$ cat src/rtl/instr_encoder.sv
// Packs structured RV32I instruction requests into 32-bit words, buffers them in a
// small FIFO and streams them to instruction memory at consecutive byte addresses.
module instr_encoder #(
  parameter int unsigned FIFO_DEPTH = 4,
  parameter int unsigned ADDR_W     = 12,
  parameter int unsigned BASE_ADDR  = 0
) (
  input  logic              clk,
  input  logic              rst_n,
  input  logic              start,
  input  logic              in_valid,
  output logic              in_ready,
  input  logic [2:0]        in_fmt,
  input  logic [6:0]        in_opcode,
  input  logic [4:0]        in_rd,
  input  logic [4:0]        in_rs1,
  input  logic [4:0]        in_rs2,
  input  logic [2:0]        in_funct3,
  input  logic [6:0]        in_funct7,
  input  logic [31:0]       in_imm,
  input  logic              in_last,
  output logic              wr_en,
  input  logic              wr_ready,
  output logic [ADDR_W-1:0] wr_addr,
  output logic [31:0]       wr_data,
  output logic              busy,
  output logic              done,
  output logic              err,
  output logic [15:0]       count
);

  localparam int unsigned PTR_W = $clog2(FIFO_DEPTH);
  localparam logic [31:0] NOP_WORD = 32'h0000_0013;

  typedef enum logic [1:0] {
    ST_IDLE  = 2'd0,
    ST_RUN   = 2'd1,
    ST_FLUSH = 2'd2,
    ST_DONE  = 2'd3
  } state_t;

  // True when the upper bits of v, from bit msb upward, are a pure sign extension.
  function automatic logic sext_ok(input logic [31:0] v, input int unsigned msb);
    logic all_one;
    logic all_zero;
    all_one  = 1'b1;
    all_zero = 1'b1;
    for (int unsigned i = 0; i < 32; i++) begin
      if (i >= msb) begin
        all_one  = all_one & v[i];
        all_zero = all_zero & ~v[i];
      end else begin
        all_one  = all_one;
        all_zero = all_zero;
      end
    end
    return all_one | all_zero;
  endfunction

  // Returns {error, word}; an out-of-range immediate or illegal format yields a NOP.
  function automatic logic [32:0] encode(
    input logic [2:0]  fmt,
    input logic [6:0]  op,
    input logic [4:0]  rd,
    input logic [4:0]  rs1,
    input logic [4:0]  rs2,
    input logic [2:0]  f3,
    input logic [6:0]  f7,
    input logic [31:0] imm
  );
    logic [31:0] w;
    logic        bad;
    w   = 32'h0000_0000;
    bad = 1'b0;
    case (fmt)
      3'd0: w = {f7, rs2, rs1, f3, rd, op};
      3'd1: begin
        w   = {imm[11:0], rs1, f3, rd, op};
        bad = ~sext_ok(imm, 11);
      end
      3'd2: begin
        w   = {imm[11:5], rs2, rs1, f3, imm[4:0], op};
        bad = ~sext_ok(imm, 11);
      end
      3'd3: begin
        w   = {imm[12], imm[10:5], rs2, rs1, f3, imm[4:1], imm[11], op};
        bad = ~sext_ok(imm, 12) | imm[0];
      end
      3'd4: begin
        w   = {imm[31:12], rd, op};
        bad = (imm[11:0] != 12'h000);
      end
      3'd5: begin
        w   = {imm[20], imm[10:1], imm[11], imm[19:12], rd, op};
        bad = ~sext_ok(imm, 20) | imm[0];
      end
      default: bad = 1'b1;
    endcase
    return bad ? {1'b1, NOP_WORD} : {1'b0, w};
  endfunction

  state_t             state_r;
  state_t             state_s;
  logic [31:0]        mem_r [FIFO_DEPTH];
  logic [PTR_W-1:0]   wptr_r;
  logic [PTR_W-1:0]   rptr_r;
  logic [PTR_W:0]     occ_r;
  logic [ADDR_W-1:0]  addr_r;
  logic [15:0]        count_r;
  logic               err_r;
  logic               full_s;
  logic               empty_s;
  logic               push_s;
  logic               pop_s;
  logic               begin_s;
  logic [32:0]        enc_s;

  assign full_s  = (occ_r == (PTR_W + 1)'(FIFO_DEPTH));
  assign empty_s = (occ_r == {(PTR_W + 1){1'b0}});
  assign in_ready = (state_r == ST_RUN) && !full_s;
  assign push_s  = in_valid && in_ready;
  assign pop_s   = !empty_s && wr_ready;
  assign begin_s = (state_r == ST_IDLE) && start;
  assign enc_s   = encode(in_fmt, in_opcode, in_rd, in_rs1, in_rs2, in_funct3, in_funct7, in_imm);

  assign wr_en   = !empty_s;
  assign wr_data = empty_s ? 32'h0000_0000 : mem_r[rptr_r];
  assign wr_addr = addr_r;
  assign busy    = (state_r == ST_RUN) || (state_r == ST_FLUSH);
  assign done    = (state_r == ST_DONE);
  assign err     = err_r;
  assign count   = count_r;

  // Next-state logic for the program sequencer.
  always_comb begin
    state_s = state_r;
    case (state_r)
      ST_IDLE: begin
        if (start) state_s = ST_RUN;
        else       state_s = ST_IDLE;
      end
      ST_RUN: begin
        if (push_s && in_last) state_s = ST_FLUSH;
        else                   state_s = ST_RUN;
      end
      ST_FLUSH: begin
        // Nothing is pushed here, so the final pop empties the buffer.
        if (pop_s && (occ_r == (PTR_W + 1)'(1))) state_s = ST_DONE;
        else                                      state_s = ST_FLUSH;
      end
      ST_DONE: state_s = ST_IDLE;
      default: state_s = ST_IDLE;
    endcase
  end

  // Control state, FIFO pointers, write address, word count and error flag.
  always_ff @(posedge clk) begin
    if (!rst_n) begin
      state_r <= ST_IDLE;
      wptr_r  <= {PTR_W{1'b0}};
      rptr_r  <= {PTR_W{1'b0}};
      occ_r   <= {(PTR_W + 1){1'b0}};
      addr_r  <= ADDR_W'(BASE_ADDR);
      count_r <= 16'h0000;
      err_r   <= 1'b0;
    end else begin
      state_r <= state_s;
      if (push_s) wptr_r <= wptr_r + PTR_W'(1);
      if (pop_s)  rptr_r <= rptr_r + PTR_W'(1);
      case ({push_s, pop_s})
        2'b10:   occ_r <= occ_r + (PTR_W + 1)'(1);
        2'b01:   occ_r <= occ_r - (PTR_W + 1)'(1);
        default: occ_r <= occ_r;
      endcase
      if (begin_s)    addr_r <= ADDR_W'(BASE_ADDR);
      else if (pop_s) addr_r <= addr_r + ADDR_W'(4);
      if (begin_s)                           count_r <= 16'h0000;
      else if (pop_s && count_r != 16'hFFFF) count_r <= count_r + 16'h0001;
      if (begin_s)                 err_r <= 1'b0;
      else if (push_s && enc_s[32]) err_r <= 1'b1;
    end
  end

  // Word storage; contents are only observed through the occupancy-gated head.
  always_ff @(posedge clk) begin
    if (push_s) mem_r[wptr_r] <= enc_s[31:0];
  end

endmodule

$ cat config.mk
export PLATFORM = sky130hd
export DESIGN_NAME = instr_encoder
export DESIGN_NICKNAME = d
export VERILOG_FILES = /design/src/rtl/instr_encoder.sv
export SDC_FILE = /design/constraint.sdc
export NUM_CORES = 1
export LEC_CHECK = 0
export BUFFER_PORTS_ARGS = -buffer_cell sky130_fd_sc_hd__buf_2
export CAP_MARGIN = 40
export CORE_ASPECT_RATIO = 0.9
export CORE_MARGIN = 2
export CORE_UTILIZATION = 30
export CTS_BUF_LIST = sky130_fd_sc_hd__clkbuf_16
export CTS_CLUSTER_SIZE = 25
export DETAILED_ROUTE_END_ITERATION = 10
export PLACE_DENSITY = 0.59
export SKIP_CTS_REPAIR_TIMING = 1
export SYNTH_ARGS = -nofsm -noshare
export SYNTH_HDL_FRONTEND = slang
export SYNTH_SLANG_ARGS = --single-unit
$ cat constraint.sdc
create_clock -name clk -period 2.45 [get_ports clk]
set_input_delay 0.3675 -clock clk [delete_from_list [all_inputs] [get_ports clk]]
set_output_delay 0.3675 -clock clk [all_outputs]
set_load 0.05 [all_outputs]
==> results of run 1 <==
kinds of logic after synthesis:
logic type      synth area share [%]
compound gates                  6.97
xor+xnor                        3.01
fa+ha+maj                       2.64
buf+inv                         2.61
flops                           60.8
mux                             10.2
other cells                   0.0495
simple gates                    13.7
path summary, 6_finish.rpt:
path                      to  slack, ns  depth (start not counted)
setup reg to reg    occ_r[2]       0.36                          8
hold reg to reg   wr_addr[3]       0.49                          2
hold / removal          flop       0.24                          3
setup / recovery  wr_data[9]       0.08                          4
area by class of cell:
| cell class | instances | area [um^2] |
|---|---|---|
| fillers | 2391 | 15500 |
| clock buffers | 17 | 425 |
| multi-input cells | 354 | 2810 |
| clock inverters | 15 | 164 |
| flip-flops and latches | 166 | 4610 |
| inverters | 17 | 63.8 |
| well taps | 342 | 428 |
| diodes | 1 | 2.50 |
| repair buffers | 161 | 955 |
layout by cell type (no fill, tap or decap), types with 3 or more instances in the layout:
master / count
o22a_1: 6
buf_2: 133
a211oi_1: 5
nor2_1: 64
or2_2: 3
nor4_1: 11
nand3_1: 14
inv_6: 6
mux2_2: 3
buf_4: 19
a22oi_1: 23
nand2_1: 21
xor2_1: 6
clkbuf_16: 18
o31ai_1: 3
ha_1: 16
edfxtp_1: 128
and2_1: 40
buf_12: 4
o21ai_0: 7
a21oi_1: 20
nor2b_1: 13
xnor2_1: 20
mux4_2: 32
and3_2: 4
a21boi_0: 3
and3_1: 3
inv_1: 17
nor3_1: 3
clkinv_4: 3
dfxtp_1: 36
or3_1: 3
nand4_1: 8
worst register-to-register path: cells and delay by family (launching register included):
family	cells	cell delay, ns
AO/OA/AOI/OAI	2	0.37
buffers and inverters	2	0.13
adder cells (fa/ha/maj)	2	0.61
AND/OR/NAND/NOR	2	0.52
flip-flops	1	0.39
per-layer routing:
metal / share of wire, % / wire [um] / up-vias
li1: - / - / 2420
met1: 47 / 8480 / 2451
met2: 46 / 8220 / 179
met3: 7.0 / 1270 / 10
met4: 0.47 / 84 / 0
met5: 0 / 0 / -
report_power, final:
part | total [mW] | internal (mW) | switching [mW] | leakage (nW)
sequential | 3.15 | 3.09 | 0.0571 | 1.50
clock | 2.63 | 1.44 | 1.19 | 0.288
combinational | 2.22 | 0.778 | 1.44 | 1.68
flip-flops by register name, indices dropped and copies added, names as in the netlist, named ones only:
| register | count |
|---|---|
| count | 16 |
| occ_r | 3 |
| err | 1 |
| wptr_r | 2 |
| rptr_r | 2 |
| state_r | 1 |
| mem_r | 128 |
| wr_addr | 10 |
==> summary.txt, run 1 <==
Logic synthesis
  – Area of the mapped netlist: 7570 um^2
  – Top cells by count, synth: edfxtp_1, nor2_1, and2_1
  – Largest area contributor in the netlist: edfxtp_1
  – Ys flop type: edfxtp_1
  – Synth warnings: 0
  – Most common cell in the netlist: edfxtp_1
  – Post-synth EDFFs: 128
  – Mapped Cells: about 570
  – Synthesized flop and latch total: 166
  – Seq/Total Area, Yosys: about 61%
  – Synth top area share: 50.8%
  – Avg Cell Area, Syn: ~13 um^2
  – Yosys cell types: 49
  – Ranking of synthesized cells by area: edfxtp_1, dfxtp_1, mux4_2
  – Synth async-reset ratio: 0%

Timing
  – Final period util: 96.6%
  – Final TNS setup: 0 ns
  – FMAX: ~0.42 GHz
  – Max_slew headroom: 64.2%
  – Setup ws final: 0.0827 ns
  – Min cycle time layout: ~2.4 ns
  – Final Slew Violations: 0
  – Worst hold slack: 0.236 ns
  – Hold Violations, Final: 0
  – Slew at the pin closest to its max-slew limit: 0.536 ns
  – Final Skew: 0.00900 ns
  – Number of setup violations in the final report: 0

Power
  – Power Dens Cells: roughly 850 nW/um^2
  – Max VDD drop: slightly below 0.0005 V
  – LEAKAGE: 3.46 nW
  – Overall power: about 8 mW

Setup path
  – CP Cell Sequence: buf_12 -> mux4_2 -> and2_1 -> clkbuf_4
  – Slowest-stage cell, CP: mux4_2
  – Critical Path Source Type: flop
  – Reg2Reg Launch Point: occ_r[0]
  – Worst Setup End Kind: output pin
  – Maximum fanout along the worst path: 16
  – Worst stage delay on the critical path: between 0.5 and 0.6 ns
  – WP data arrival: 2.00 ns
  – WS Path Type: reg2out
  – Cell family with most CP delay: multiplexers
  – WP buf/inv: 2
  – Critical Path RT: ~2.1 ns

Global routing
  – GRT busiest layer: met2
  – Overall Global Routing Usage: 13.6%
  – M2 GR Usage: a little over a fifth
  – Global Route met1 Usage: 18.8%
  – M3 GR Usage: between 4 and 5%
  – Pin count of the biggest net entering global routing: 33
  – First-pass GRT wire length: roughly 27,000 um
  – Antenna violations before repair: 1
  – GRT Residual Overflow: 0
  – Vias in the first global route: 4,885

Route
  – Drt drc: 0
  – Routed Antenna Nets: 0
  – WL/cell: 16.8 um
  – Total number of vias: 5,060
  – Via/cell ratio: 4.72
  – Iteration-0 DRC Markers: ~380
  – Total Routed Length: between 15,000 and 20,000 um
  – Pre-antenna DRT Iters: 5

Clocking
  – CTS tree: built
  – TritonCTS Buffers: 17
  – Skew-Pair Late Insertion Delay: 0.42 ns
  – Htree depth: 4
  – Reg clk slew, reported paths: 0.07 ns
  – Clock sinks: around 170
  – Maximum clock insertion buffer count: 2
  – Root buffer cell: clkbuf_16

Layout
  – Proportion of layout cells with a drive suffix above 1: 33.4%
  – Cell Count, Final, Fillers Out: 1,073
  – Nets: 806
  – Final Cell Area: 9460 um^2
  – Final Util: approximately 38%
  – Synth-to-layout area growth: 24.9%

Flow run
  – Total of max-cap violations: 0

Placement
  – Dpl cell area: 8830 um^2
  – Dpl ws: 0.229 ns
  – Placed Cells incl. Taps: 1,039
  – Routability cong.: 0.883
  – IO buf count: between 100 and 150
  – Hpwl dp: around 13,000 um

Min path
  – HP Class: in2reg
  – Hold path startpoint: in_last

Run status
  – Status: finished clean

Floorplanning
  – Die footprint: 26,500 um^2
  – Initial Util: 30.3%
  – Die H: 155 um
  – CORE AREA: 25,000 um^2
  – Rows: 55
  – Die W: 171 um
  – I/O pin count: about 140
Note: power is estimated with default switching activity, not from simulation.
==> run 2, diff against run 1 <==
Settings changed: BUFFER_PORTS_ARGS -buffer_cell sky130_fd_sc_hd__buf_2 to -buffer_cell sky130_fd_sc_hd__buf_4.
==> run 2 against run 1 <==
  * Fmax up 0.88%
  * Clock skew about the same
  * Count of clock-buffer cells in the layout unchanged
  * Non-clock buffer count fell by 3
  * Final cell count shrank 0.37%
  * Clock power decreased by 3%
  * Critical endpoint is now wr_data[18]
  * Largest power group unchanged
  * Highest routed layer unchanged
==> summary.txt, run 2 (same netlist as run 1, synthesis figures left out) <==
Route
  – Drt drc: 0 (unchanged)
  – Via/cell ratio: 4.72 (about the same)
  – Pre-antenna DRT Iters: 5 (unchanged)
  – Iteration-0 DRC Markers: 380 (was 377)
  – WL/cell: 16.8 um (about the same)
  – Routed Antenna Nets: 0 (unchanged)
  – Total number of vias: 5,047 (was 5,060)
  – Total Routed Length: 18,000 um (was 18,100 um)

Setup path
  – R2R Setup Slk: 0.36 ns (about the same)
  – Endpoint of the worst register-to-register path: occ_r[2] (unchanged)
  – Worst Setup End Kind: output pin (unchanged)
  – WS Path Type: reg2out (unchanged)
  – Maximum fanout along the worst path: 16 (unchanged)
  – Critical Path Source Type: flop (unchanged)
  – Reg2Reg Launch Point: occ_r[0] (unchanged)
  – Worst R2R Path Depth: 9 (was 8)
  – Critical Path RT: 2.08 ns (about the same)
  – WP data arrival: 1.98 ns (was 2.00 ns)

Layout
  – Largest reg by FF count: mem_r (unchanged)
  – Most common library cell in the layout ignoring fill and taps: buf_4 (was buf_2)
  – Most frequent cells in the layout: buf_4, edfxtp_1, nor2_1, and2_1, dfxtp_1 (was buf_2, edfxtp_1, nor2_1, and2_1, dfxtp_1)
  – Number of fillers in the final layout: 2,394 (was 2,391)
  – Reg area: 4610 um^2 (unchanged)
  – Multi-input combinational cell area: 2810 um^2 (unchanged)
  – Synth-to-layout area growth: 29.3% (was 24.9%)
  – Proportion of layout cells with a drive suffix above 1: 33.3% (was 33.4%)
  – Max reg flops: 128 (unchanged)
  – Nets: 803 (was 806)
  – Number of diodes: 0 (was 1)

Global routing
  – First-pass GRT wire length: 27,500 um (was 27,300 um)
  – Overall Global Routing Usage: 13.8% (was 13.6%)
  – Antenna violations before repair: 0 (was 1)
  – GRT Residual Overflow: 0 (unchanged)
  – Vias in the first global route: 5,003 (was 4,885)
  – Pin count of the biggest net entering global routing: 36 (was 33)

Min path
  – Hold path startpoint: rst_n (was in_last)
  – Hold path cells: 2 (was 3)
  – Hold Path Sink: occ_r[0]
  – HP Class: in2reg (unchanged)

Floorplanning
  – Rows: 55 (unchanged)
  – Die footprint: 26,500 um^2 (unchanged)
  – Initial Util: 30.3% (unchanged)
  – Die W: 171 um (unchanged)
  – I/O pin count: 138 (unchanged)
  – CORE AREA: 25,000 um^2 (unchanged)
  – Die H: 155 um (unchanged)

Run status
  – Status: finished clean (unchanged)

Clocking
  – Maximum clock insertion buffer count: 2 (unchanged)
  – Htree depth: 4 (unchanged)
  – TritonCTS Buffers: 17 (unchanged)
  – Clock sinks: 166 (unchanged)
  – CTS tree: built (unchanged)
  – Reg clk slew, reported paths: 0.07 ns (about the same)
  – Skew-Pair Late Insertion Delay: 0.43 ns (was 0.42 ns)
  – Root buffer cell: clkbuf_16 (unchanged)

Timing
  – Unrepaired setup endpoints after global routing: false
  – Worst hold slack: 0.236 ns (about the same)
  – Final Slew Violations: 0 (unchanged)
  – Number of setup violations in the final report: 0 (unchanged)
  – Slew at the pin closest to its max-slew limit: 0.648 ns (was 0.536 ns)
  – FMAX: 0.426 GHz (was 0.422 GHz)
  – Final period util: 95.8% (was 96.6%)
  – Max_slew headroom: 56.7% (was 64.2%)
  – Final Skew: 0.00908 ns (was 0.00900 ns)
  – Min cycle time layout: 2.35 ns (was 2.37 ns)
  – Final TNS setup: 0 ns (unchanged)
  – Hold Violations, Final: 0 (unchanged)

Power
  – Sw power: 2.70 mW (was 2.69 mW)
  – Sequential fraction of design power: 39.0% (was 39.4%)
  – Max VDD drop: 0.000493 V (was 0.000487 V)
  – Combinational power share: 29.4% (was 27.7%)
  – Clock power share: 31.6% (was 32.9%)
  – Power Dens Cells: 825 nW/um^2 (was 846 nW/um^2)
  – LEAKAGE: 3.52 nW (was 3.46 nW)
  – P_int: 5.38 mW (was 5.31 mW)
  – Switch share: 33.5% (was 33.6%)

Placement
  – IO buf count: 135 (unchanged)
  – Hpwl dp: 12,200 um (was 12,700 um)
  – Routability cong.: 0.892 (was 0.883)

Flow run
  – Total of max-cap violations: 0 (unchanged)
run 2: final cells by class:
cell class	instances	area share (%)
inverters	17	0.652
clock buffers	17	4.34
multi-input cells	354	28.7
clock inverters	15	1.52
repair buffers	158	13.4
well taps	342	4.37
flip-flops and latches	166	47.0
run 2: worst max path at each step:
stage                             end  slack, ns  depth (start not counted)
after floorplan           wr_data[22]       0.09                          6
after global placement    mem_r[1][4]       0.08                          6
after detailed placement  mem_r[2][4]       0.10                          7
after CTS                  wr_data[9]       0.04                          4
after global routing       wr_data[9]      0.004                          4
final                     wr_data[18]       0.10                          4
run 2: power by group through the flow:
| stage | Sequential (mW) | Combinational (mW) | Clock [mW] |
|---|---|---|---|
| 2_1_floorplan | 3.21 | 1.55 | 0 |
| 3_3_place_gp | 3.20 | 2.39 | 0 |
| 3_5_place_dp | 3.20 | 2.39 | 0 |
| 4_1_cts | 3.14 | 2.39 | 2.62 |
| 5_1_grt | 3.16 | 2.57 | 2.74 |
| 6_report | 3.15 | 2.38 | 2.55 |
run 2: per-stage QoR:
step                setup WS, ns  std cells  area [um^2]  power [mW]  utilization [%]
finish                     0.103       1069         9790        8.08             39.2
global route             0.00424       1069         9790        8.46             39.2
CTS                       0.0362       1068         9770        8.16             39.1
detailed placement         0.104       1036         9190        5.59             36.8
global placement          0.0821       1035         9180        5.59             36.8
floorplan                 0.0863        567         7590        4.77                -
run 2: critical path: stages (launching register included):
cell and delay, ns:
dfxtp_2 0.41, clkbuf_16 0.25, mux4_2 0.52, and2_1 0.18, buf_4 0.18
run 2: metal layers:
layer  vias to the layer above  routed length (um)  track usage (%)
met5                         -                   0                0
met4                         0                 176             3.71
met3                        16                1350             4.17
met2                       186                8010             21.0
met1                      2428                8480             19.3
li1                       2417                   -                -
==> run 3, diff against run 2 <==
Settings changed: ABC_AREA set to 1.
==> run 3 against run 2 <==
  * Worst setup slack better by 0.021 ns
  * Critical endpoint is now wr_data[11]
  * Sequential power hardly changed
  * Largest power group unchanged
  * Clock skew up 0.0053 ns
  * Sequential share of layout area down 0.85 points
  * Register-to-register slack better by 0.03 ns
  * Core utilization rose by 0.27 points
==> summary.txt, run 3 <==
Layout
  – Final Util: 39.5% (was 39.2%)
  – Largest reg by FF count: mem_r (unchanged)
  – Proportion of layout cells with a drive suffix above 1: 22.9% (was 33.3%)
  – Synth-to-layout area growth: 28.6% (was 29.3%)
  – Most frequent cells in the layout: nor2_1, buf_4, nand2_1, edfxtp_1, o21ai_0 (was buf_4, edfxtp_1, nor2_1, and2_1, dfxtp_1)
  – Max reg flops: 128 (unchanged)
  – Most common library cell in the layout ignoring fill and taps: nor2_1 (was buf_4)
  – Nets: 1,064 (was 803)

Power
  – LEAKAGE: 3.76 nW (was 3.52 nW)
  – Max VDD drop: 0.000594 V (was 0.000493 V)
  – Power Dens Cells: 874 nW/um^2 (was 825 nW/um^2)

Timing
  – Number of setup violations in the final report: 0 (unchanged)
  – Final Skew: 0.0144 ns (was 0.00908 ns)
  – Final period util: 94.9% (was 95.8%)
  – Min cycle time layout: 2.33 ns (was 2.35 ns)
  – Hold Violations, Final: 0 (unchanged)
  – Final TNS setup: 0 ns (unchanged)
  – Max_slew headroom: 64.8% (was 56.7%)
  – Slew at the pin closest to its max-slew limit: 0.528 ns (was 0.648 ns)
  – Final Slew Violations: 0 (unchanged)
  – Unrepaired setup endpoints after global routing: true (was false)
  – FMAX: 0.430 GHz (was 0.426 GHz)

Clocking
  – CTS tree: built (unchanged)
  – Root buffer cell: clkbuf_16 (unchanged)
  – TritonCTS Buffers: 17 (unchanged)
  – Maximum clock insertion buffer count: 2 (unchanged)
  – Htree depth: 4 (unchanged)
  – Skew-Pair Late Insertion Delay: 0.43 ns (about the same)
  – Reg clk slew, reported paths: 0.07 ns (about the same)
  – Clock sinks: 166 (unchanged)

Setup path
  – Maximum fanout along the worst path: 32 (was 16)
  – Most used cell, CP: inv_1
  – Slowest-stage cell, CP: dfxtp_1 (was mux4_2)
  – Critical Path Source Type: flop (unchanged)
  – WP data arrival: 1.96 ns (was 1.98 ns)
  – Worst Setup End Kind: output pin (unchanged)
  – Critical Path RT: 2.08 ns (about the same)
  – WP buf/inv: 4 (was 2)
  – Cell family with most CP delay: buffers and inverters (was multiplexers)
  – WS Path Type: reg2out (unchanged)
  – Worst stage delay on the critical path: 0.36 ns (was 0.52 ns)
  – CP Cell Sequence: inv_1 -> ha_1 -> nand2_1 -> inv_1 -> buf_8 -> a21oi_2 -> buf_4 (was clkbuf_16 -> mux4_2 -> and2_1 -> buf_4)

Min path
  – HP Class: in2reg (unchanged)

Floorplanning
  – Die H: 156 um (was 155 um)
  – I/O pin count: 138 (unchanged)
  – Die W: 173 um (was 171 um)
  – CORE AREA: 25,300 um^2 (was 25,000 um^2)
  – Initial Util: 30.7% (was 30.3%)
  – Rows: 55 (unchanged)
  – Die footprint: 27,100 um^2 (was 26,500 um^2)

Global routing
  – Antenna violations before repair: 3 (was 0)
  – Global Route met1 Usage: 20.6% (was 19.3%)
  – M2 GR Usage: 25.2% (was 21.0%)
  – GRT Residual Overflow: 0 (unchanged)
  – M3 GR Usage: 5.05% (was 4.17%)
  – GRT busiest layer: met2 (unchanged)
  – Vias in the first global route: 5,872 (was 5,003)
  – Overall Global Routing Usage: 15.6% (was 13.8%)
  – First-pass GRT wire length: 32,400 um (was 27,500 um)
  – Pin count of the biggest net entering global routing: 65 (was 36)

Logic synthesis
  – Synth warnings: 0 (unchanged)
  – Largest family of logic cells by synthesized area: simple AND/OR/NAND/NOR gates (unchanged)
  – Synth top area share: 49.6% (was 50.8%)
  – Synth Area in Simple Gates: 20.0% (was 13.7%)
  – Synthesized flop and latch total: 166 (unchanged)
  – Synth async-reset ratio: 0% (unchanged)
  – Seq/Total Area, Yosys: 59.4% (was 60.8%)
  – Top cells by count, synth: nor2_1, nand2_1, edfxtp_1 (was edfxtp_1, nor2_1, and2_1)
  – Yosys cell types: 37 (was 49)
  – Post-synth EDFFs: 128 (unchanged)
  – Synth Area in Compound Gates: 11.7% (was 6.97%)
  – Post-Synth XOR/XNOR Area: 1.47% (was 3.01%)
  – Most common cell in the netlist: nor2_1 (was edfxtp_1)
  – Ys flop type: edfxtp_1 (unchanged)
  – Ranking of synthesized cells by area: edfxtp_1, dfxtp_1, nor2_1 (was edfxtp_1, dfxtp_1, mux4_2)
  – Post-synthesis adder-cell area fraction: 2.58% (was 2.64%)
  – Avg Cell Area, Syn: 9.25 um^2 (was 13.4 um^2)
  – Mapped Cells: 838 (was 566)
  – Area of the mapped netlist: 7750 um^2 (was 7570 um^2)
  – Largest area contributor in the netlist: edfxtp_1 (unchanged)
  – Post-synthesis mux area share: 0% (was 10.2%)

Route
  – Iteration-0 DRC Markers: 474 (was 380)
  – WL/cell: 15.7 um (was 16.8 um)
  – Total number of vias: 6,153 (was 5,047)
  – Pre-antenna DRT Iters: 4 (was 5)
  – Via/cell ratio: 4.62 (was 4.72)
  – Total Routed Length: 21,000 um (was 18,000 um)
  – Routed Antenna Nets: 0 (unchanged)
  – Drt drc: 0 (unchanged)

Placement
  – IO buf count: 135 (unchanged)
  – Hpwl dp: 14,300 um (was 12,200 um)
  – Routability cong.: 0.816 (was 0.892)

Flow run
  – Total of max-cap violations: 0 (unchanged)

Run status
  – Status: finished clean (unchanged)
run 3: metal layers:
metal / wire [um] / part of all wire [%]
met5: 24 / 0.11
met4: 106 / 0.51
met3: 1600 / 7.6
met2: 9600 / 46
met1: 9620 / 46
run 3: where the power goes:
part	internal, mW	switching (mW)	total, mW
clock network	1.53	1.15	2.68
logic	0.832	2.06	2.89
registers	3.09	0.0469	3.14
total	5.46	3.26	8.72
run 3: final cells by class:
| cell class | instances | area (um^2) |
|---|---|---|
| clock buffer | 17 | 425 |
| timing repair buffer | 152 | 1240 |
| inverter | 55 | 206 |
| tap | 342 | 428 |
| multi-input combinational | 583 | 2890 |
| clock inverter | 15 | 170 |
| sequential | 166 | 4610 |
| fill | 2511 | 15300 |
| antenna | 1 | 2.50 |
run 3: worst reg2reg max path, cell delays in order, from the launching register on:
cell,delay (ns)
dfxtp_1,0.36
inv_1,0.09
ha_1,0.23
a21oi_2,0.18
nand2_2,0.23
ha_1,0.42
nor2_1,0.11
o21ai_0,0.11
o21ai_0,0.16
a21oi_1,0.05
run 3: cell families after synthesis:
| logic type | after synthesis |
|---|---|
| buffers and inverters | 90 |
| other | 1 |
| and+or+nand+nor | 377 |
| xor gates and xnor gates | 13 |
| adders and majority gates | 16 |
| AOI/OAI and AO/OA | 175 |
| DFF | 166 |
run 3: worst paths after layout:
| path | from | to | slack (ns) | cells past startpoint |
|---|---|---|---|---|
| worst min-delay path | start | state_r[0] | 0.21 | 3 |
| worst min register to register | err | err | 0.47 | 2 |
| worst max-delay path | occ_r[0] | wr_data[11] | 0.12 | 7 |
| worst max register to register | occ_r[0] | occ_r[2] | 0.39 | 9 |
run 3: metrics by stage:
step | power, mW | setup slack (ns) | hold slack, ns | cell area (um^2) | std cells
detailed placement | 5.99 | 0.410 | 0.458 | 9270 | 1298
floorplan | 5.04 | -0.0935 | 0.444 | 7790 | 839
CTS | 8.69 | -0.0455 | 0.183 | 9860 | 1330
global placement | 5.98 | 0.424 | 0.450 | 9270 | 1298
global route | 9.15 | -0.0216 | 0.213 | 9970 | 1330
finish | 8.72 | 0.124 | 0.206 | 9970 | 1331
